File: config.mk
export PLATFORM = sky130hd
export DESIGN_NAME = fetch_bp
export DESIGN_NICKNAME = d
export VERILOG_FILES = /design/src/rtl/fetch_bp.sv
export SDC_FILE = /design/constraint.sdc
export NUM_CORES = 1
export LEC_CHECK = 0
export CORE_UTILIZATION = 35
export CTS_BUF_LIST = sky130_fd_sc_hd__clkbuf_4 sky130_fd_sc_hd__clkbuf_8 sky130_fd_sc_hd__clkbuf_16
export DETAILED_ROUTE_END_ITERATION = 6
export PLACE_DENSITY_LB_ADDON = 0.3
export SYNTH_ARGS = -nofsm -noshare
export SYNTH_HDL_FRONTEND = slang
export SYNTH_SLANG_ARGS = --single-unit
File: constraint.sdc
create_clock -name clk -period 2.13 [get_ports clk]
set_input_delay 0.426 -clock clk [delete_from_list [all_inputs] [get_ports clk]]
set_output_delay 0.426 -clock clk [all_outputs]
set_load 0.03 [all_outputs]
File: src/rtl/fetch_bp.sv
// Instruction fetch stage: synchronous imem read, stall/hazard handling, and an
// optional bimodal predictor built when FETCH_BHT_EN is defined.
module fetch_bp #(
    parameter int BHT_IDX_W = 6
) (
    input  logic        clk,
    input  logic        rstn,
    input  logic        stall,
    output logic [13:0] imem_addr,
    input  logic [31:0] imem_data,
    output logic        d_valid,
    output logic [13:0] d_pc,
    output logic [31:0] d_inst,
    output logic        d_pred,
    input  logic        b_is_hazard,
    input  logic [13:0] b_addr,
    input  logic        b_is_b_ope,
    input  logic        b_is_branch,
    input  logic [13:0] b_w_pc
);
    logic [13:0] pc_q;
    logic [13:0] f_pc_q;
    logic        f_valid_q;
    logic [13:0] pc_next;
    logic [13:0] f_pc_next;
    logic        f_valid_next;

    logic [5:0]  ope;
    logic        is_cond_br;
    logic [13:0] br_target;

    assign ope        = imem_data[31:26];
    assign is_cond_br = (ope[1:0] == 2'b10) && (ope[5:4] != 2'b00);
    assign br_target  = imem_data[13:0];

    // While stalled the held address is re-read so imem_data stays matched to d_pc.
    assign imem_addr = (stall && !b_is_hazard) ? f_pc_q : pc_q;
    assign d_pc      = f_pc_q;
    assign d_inst    = imem_data;
    assign d_valid   = f_valid_q & ~b_is_hazard;

`ifdef FETCH_BHT_EN
    localparam int BHT_N = 1 << BHT_IDX_W;

    logic [BHT_N-1:0]     bht_taken;
    logic [BHT_IDX_W-1:0] rd_idx;
    logic [BHT_IDX_W-1:0] wr_idx;

    assign rd_idx = f_pc_q[BHT_IDX_W-1:0];
    assign wr_idx = b_w_pc[BHT_IDX_W-1:0];

    // One saturating counter per entry; the read path sees the pre-update value.
    generate
        for (genvar gi = 0; gi < BHT_N; gi++) begin : g_bht
            logic [1:0] ctr_reg;
            logic [1:0] ctr_next;

            always_comb begin
                ctr_next = ctr_reg;
                if (b_is_b_ope && (wr_idx == BHT_IDX_W'(gi))) begin
                    if (b_is_branch) begin
                        if (ctr_reg != 2'b11) ctr_next = ctr_reg + 2'b01;
                    end else begin
                        if (ctr_reg != 2'b00) ctr_next = ctr_reg - 2'b01;
                    end
                end
            end

            always_ff @(posedge clk) begin
                if (!rstn) ctr_reg <= 2'b01;
                else       ctr_reg <= ctr_next;
            end

            assign bht_taken[gi] = ctr_reg[1];
        end
    endgenerate

    assign d_pred = bht_taken[rd_idx] & is_cond_br & d_valid;
`else
    localparam int unused_idx_w = BHT_IDX_W;
    logic unused_bht;
    assign unused_bht = &{1'b0, b_is_b_ope, b_is_branch, b_w_pc, is_cond_br};
    assign d_pred     = 1'b0;
`endif

    always_comb begin
        pc_next      = pc_q;
        f_pc_next    = f_pc_q;
        f_valid_next = f_valid_q;
        if (b_is_hazard) begin
            pc_next      = b_addr;
            f_pc_next    = b_addr;
            f_valid_next = 1'b0;
        end else if (!stall) begin
            if (d_pred) begin
                // Redirect re-issues the target next cycle: one bubble.
                pc_next      = br_target;
                f_pc_next    = br_target;
                f_valid_next = 1'b0;
            end else begin
                f_pc_next    = pc_q;
                f_valid_next = 1'b1;
                pc_next      = pc_q + 14'd1;
            end
        end
    end

    always_ff @(posedge clk) begin
        if (!rstn) begin
            pc_q      <= 14'd0;
            f_pc_q    <= 14'd0;
            f_valid_q <= 1'b0;
        end else begin
            pc_q      <= pc_next;
            f_pc_q    <= f_pc_next;
            f_valid_q <= f_valid_next;
        end
    end
endmodule

==> results.ini, run 1 <==
[outcome]
status = finished, final reports clean

[clock_tree]
cts_inserted_buffers = 5
cts-root-buf = clkbuf_8
clock-sinks = 29
cts_max_level = 2
cts_tree = yes
clkTransAtPathRegs_ns = 0.06
clockBufferDepth = 2
insertion_delay_ns = 0.27

[place]
place_hpwl_um = 2770
placed_cells_incl_taps = 278
gp_congestion = 0.738
io_buffers = 46

[sta]
layout_min_cycle_time_ns = 1.96
finalHoldViolCount = 0
finClkSkew_ns = 0.00458
rsz0062_at_grt = false
setup_tns_ns = 0
report.final.slew_viol_count = 0
worst_hold_slack_ns = 0.549
fmax_mhz = 509
setup_viol = 0
period_share_pct = 92.2

[worst_setup_path]
crit_type = input pin to primary output
endpoint_kind = primary output
crit_arrival_ns = 1.54
cp_max_fo = 3
required_ns = 1.70
setup.worst_path.start_class = input pin

[power]
leakagePower_nw = 0.927
ir_drop_v = 0.000258
power_density_nw_per_um2 = 647

[routing]
drc_errors = 0
wl_per_cell_um = 13.8
via_count = 1440
drt-initial-drc-count = 62
routed_wl_um = 3970
avgViaCountPerCell = 5.02
firstDrtPassIters = 4
antenna_left = 0

[yosys]
ys_seq_area_share_pct = 33.2
avgSynthCellArea_um2 = 8.98
synth_nets = 262
synthDistinctLibCells = 35
yosys_warnings = 0
syn_area_um2 = 1750
ys_ff_latch = 29
synthCells = 195

[global_routing]
grt_pass1_vias = 1314
antenna_found_initial = 0
grt-ovfl-total = 0
grt_max_degree = 26
grt_pass1_wl_um = 6380
grtUsageTotal_pct = 16.0

[floorplan]
placementRows = 25
start_util_pct = 36.8
die_w_um = 72.7
die-area_um2 = 5290
coreArea_um2 = 4750
ios = 128
die_y_um = 72.7

[finish]
fin_cells = 287
final_cell_mix = dfxtp_1 (29), clkdlybuf4s50_1 (29), o21ai_0 (19), a21oi_1 (18), buf_4 (16)
fillers = 473
utilization_pct = 48.0
final_nets = 287
diodes = 0
drive_above_1_share_pct = 25.5
area_growth_pct = 30.5

[min_path]
worst_hold_path_type = flop to flop

[flow_run]
cap_violations = 0

-- stage by stage --
stage	cell area (µm²)	power, mW	setup WS (ns)
after global routing	2280	1.55	0.133
after global placement	2110	1.00	-0.517
after CTS	2280	1.49	0.165
after floorplan	1750	0.953	0.128
after detailed placement	2110	1.00	-0.531
final	2280	1.48	0.166
-- cells by family after synthesis --
group                      Yosys count  share of synthesized area (%)
AOI/OAI and AO/OA                   52                           16.9
xor gates and xnor gates             4                           2.00
adders and majority gates            1                          0.715
buffers and inverters               47                           17.9
DFF                                 29                           33.2
muxes                               28                           16.9
other                                1                          0.214
and+or+nand+nor                     33                           12.1
-- where the power goes --
| group | leakage, nW | total [mW] | switching [mW] | internal [mW] |
|---|---|---|---|---|
| sequential | 0.241 | 0.615 | 0.0319 | 0.583 |
| combinational | 0.638 | 0.405 | 0.205 | 0.200 |
| clock | 0.0477 | 0.459 | 0.190 | 0.268 |
-- worst paths after layout --
kind,slack [ns],endpoint,cells after the start,from
setup / recovery,0.17,imem_addr[13],5,b_is_hazard
setup reg to reg,0.54,pc_q[8],5,pc_q[0]
hold / removal,0.55,pc_q[11],2,pc_q[11]
hold reg to reg,0.55,pc_q[11],2,pc_q[11]
-- metal layers --
layer	vias up	track usage, %	share of wire (%)	routed length (µm)
met3	16	3.59	6.4	256
met4	0	8.06	2.1	82
li1	723	-	-	-
met5	-	0	0	0
met2	57	24.6	45	1780
met1	644	21.0	47	1860
-- cell type report --
cell class | instances | area, µm² | area share [%]
Sequential cell | 29 | 581 | 25.4
Tap cell | 67 | 83.8 | 3.67
Inverter | 2 | 7.51 | 0.329
Clock buffer | 7 | 90.1 | 3.95
Timing Repair Buffer | 63 | 617 | 27.0
Multi-Input combinational cell | 119 | 905 | 39.6
-- what timing repair did --
action / 4_1_cts / 5_1_grt
endpoints found under the setup margin: 13 / 0
gates resized for setup: 109 / 0
hold buffers: 0 / 0
buffers inserted: 1 / 0
endpoints found under the hold margin: 0 / 0
-- state kept, by name, summed over array words and instances, names as in the netlist --
signal,count
f_valid_q,1
d_pc,14
pc_q,14
-- critical path, stage by stage --
cell and delay (ns):
dlygate4sd2_1 0.28, nor2b_4 0.20, buf_6 0.14, mux2_2 0.32, buf_4 0.17
-- synth_stat cells --
cell	count	area, µm²
a21oi_1	18	90.1
and2_1	1	6.26
nand2b_1	1	6.26
nand4b_1	1	8.76
xnor2_1	1	8.76
nand3_1	3	15.0
or3_2	1	7.51
nor4_1	2	12.5
or4_1	4	30.0
clkbuf_1	6	22.5
ha_1	1	12.5
or3_1	2	12.5
o21ai_0	19	95.1
nand4_2	1	12.5
buf_4	33	248
mux2i_1	15	150
nor2_1	2	7.51
nand4b_2	1	15.0
dfxtp_1	29	581
nand2_1	5	18.8
clkbuf_2	1	5.00
xor2_1	3	26.3
buf_2	4	20.0
nor2b_1	5	31.3
and3_1	1	6.26
nand3b_1	2	15.0
conb_1	1	3.75
nand4_1	1	6.26
mux2_2	13	146
buf_6	1	11.3
inv_1	2	7.51
a31oi_1	7	43.8
a211oi_1	2	15.0
o31ai_1	4	30.0
o41a_1	2	22.5
Power figures use the tool's default switching activity.
==> run 2: changes to the inputs <==
--- a/config.mk
+++ b/config.mk
@@ -8,7 +8,7 @@
 export CORE_UTILIZATION = 35
 export CTS_BUF_LIST = sky130_fd_sc_hd__clkbuf_4 sky130_fd_sc_hd__clkbuf_8 sky130_fd_sc_hd__clkbuf_16
 export DETAILED_ROUTE_END_ITERATION = 6
-export PLACE_DENSITY_LB_ADDON = 0.3
+export PLACE_DENSITY = 0.94
 export SYNTH_ARGS = -nofsm -noshare
 export SYNTH_HDL_FRONTEND = slang
 export SYNTH_SLANG_ARGS = --single-unit
==> run 2 against run 1 <==
  * Die area unchanged
  * Highest routed layer unchanged
  * Maximum frequency down 0.90%
  * Cell count down 1.0%
==> results.ini, run 2 (synthesis results as in run 1) <==
[outcome]
status = finished, final reports clean

[floorplan]
die_y_um = 72.7
coreArea_um2 = 4750
start_util_pct = 36.8
placementRows = 25
ios = 128
die_w_um = 72.7
die-area_um2 = 5290

[worst_setup_path]
cp.depth = 5
endpoint_kind = primary output
cpMaxStageDelayCell = mux2_2
rr_worst_depth = 4
cp_max_fo = 5
max_stage_delay_ns = 0.33
crit_type = input pin to primary output
crit_chain = dlygate4sd2_1 > nor2b_4 > buf_6 > mux2_2 > buf_2
crit_arrival_ns = 1.56
critical-path-top-delay-family = buffers and inverters
required_ns = 1.70
setup.worst_path.start_class = input pin
critical_path_buf_inv_count = 3

[power]
swShare_pct = 28.4
power_density_nw_per_um2 = 732
ir_drop_v = 0.000448
comb_power_share_pct = 22.1
p_clk_share_pct = 38.7
internal_power_mw = 1.13
power_frac_seq_pct = 39.2
leakagePower_nw = 0.872
switchingPower_mw = 0.449

[clock_tree]
cts-root-buf = clkbuf_8
cts_hold_buf = 0
cts_max_level = 2
clock-sinks = 29
cts_inserted_buffers = 5
post-cts-setup-buffers = 0
clkTransAtPathRegs_ns = 0.06
insertion_delay_ns = 0.28
clockBufferDepth = 2
cts_tree = yes

[routing]
drc_errors = 0
firstDrtPassIters = 4
routed_wl_um = 4190
wl_per_cell_um = 14.7
antenna_left = 0
drt-initial-drc-count = 73
via_count = 1446
avgViaCountPerCell = 5.09

[sta]
fmax_mhz = 505
worst_hold_slack_ns = 0.550
slew_headroom_pct = 64.0
layout_min_cycle_time_ns = 1.98
period_share_pct = 93.1
finalHoldViolCount = 0
worst_pin_slew_ns = 0.538
report.final.slew_viol_count = 0
setup_viol = 0
rsz0062_at_grt = false
worst_slack_ns = 0.148
finClkSkew_ns = 0.00499

[finish]
final_cell_mix = dfxtp_1 (29), clkdlybuf4s50_1 (29), o21ai_0 (19), a21oi_1 (18), buf_4 (16)
final_area_um2 = 2160
diodes = 0
area_growth_pct = 23.5
utilization_pct = 45.5
drive_above_1_share_pct = 24.4
final_nets = 283

[global_routing]
grt_pass1_vias = 1425
grt_max_degree = 23
antenna_found_initial = 0
grtUsageTotal_pct = 16.7
grt_pass1_wl_um = 6820
grt-ovfl-total = 0

[place]
placed_cell_area_um2 = 2070
gp_congestion = 0.742
preCtsSetupSlack_ns = -0.595
place_hpwl_um = 2880
io_buffers = 46

[flow_run]
cap_violations = 0

[min_path]
worst_hold_path_type = flop to flop
whs_path_depth = 2

## run 2: tightest hold or removal path, stage by stage (launching register included)
cell,delay (ns)
dfxtp_1,0.35
o31ai_1,0.08
a31oi_1,0.07
## run 2: through the flow
stage	total power [mW]	std cells	TNS [ns]
after floorplan	0.953	195	0
final	1.58	284	0
after global routing	1.65	284	0
after detailed placement	0.996	275	-7.48
after global placement	0.988	275	-6.92
after CTS	1.60	284	0
## run 2: power by group through the flow
stage	Combinational [mW]	Sequential, mW	Clock (mW)
2_1_floorplan	0.291	0.662	0
3_3_place_gp	0.356	0.631	0
3_5_place_dp	0.363	0.633	0
4_1_cts	0.353	0.621	0.622
5_1_grt	0.376	0.627	0.649
6_report	0.351	0.621	0.612
## run 2: area by class of cell
cell class / instances / area [µm²]
Inverter: 2 / 7.51
Tap cell: 67 / 83.8
Fill cell: 481 / 2590
Clock inverter: 1 / 30.0
Clock buffer: 7 / 90.1
Multi-Input combinational cell: 119 / 863
Sequential cell: 29 / 581
Timing Repair Buffer: 59 / 507
## run 2: path summary, 6_finish.rpt
kind                                  start             to  slack (ns)
worst max-delay path            b_is_hazard  imem_addr[10]        0.15
worst min-delay path               pc_q[11]       pc_q[11]        0.55
worst max register to register      pc_q[1]       pc_q[10]        0.52
worst min register to register     pc_q[11]       pc_q[11]        0.55
## run 2: what timing repair did
| action | in CTS | in global routing |
|---|---|---|
| hold endpoints to repair | 0 | 0 |
| gates resized for setup | 77 | 0 |
| setup endpoints to repair | 14 | 0 |
## run 2: layer usage
metal	routed length [µm]	vias to the layer above	global-route usage [%]
met1	1850	648	20.5
met3	290	14	4.28
met5	0	-	0
met2	1940	60	27.2
met4	105	0	8.50
li1	-	724	-
==> run 3: changes to the inputs <==
--- a/config.mk
+++ b/config.mk
@@ -5,6 +5,7 @@
 export SDC_FILE = /design/constraint.sdc
 export NUM_CORES = 1
 export LEC_CHECK = 0
+export CAP_MARGIN = 20
 export CORE_UTILIZATION = 35
 export CTS_BUF_LIST = sky130_fd_sc_hd__clkbuf_4 sky130_fd_sc_hd__clkbuf_8 sky130_fd_sc_hd__clkbuf_16
 export DETAILED_ROUTE_END_ITERATION = 6
@@ -12,3 +13,4 @@
 export SYNTH_ARGS = -nofsm -noshare
 export SYNTH_HDL_FRONTEND = slang
 export SYNTH_SLANG_ARGS = --single-unit
+export TNS_END_PERCENT = 50
==> results of run 3 <==
The final DEF is identical to that of run 2; final timing and power are the same.
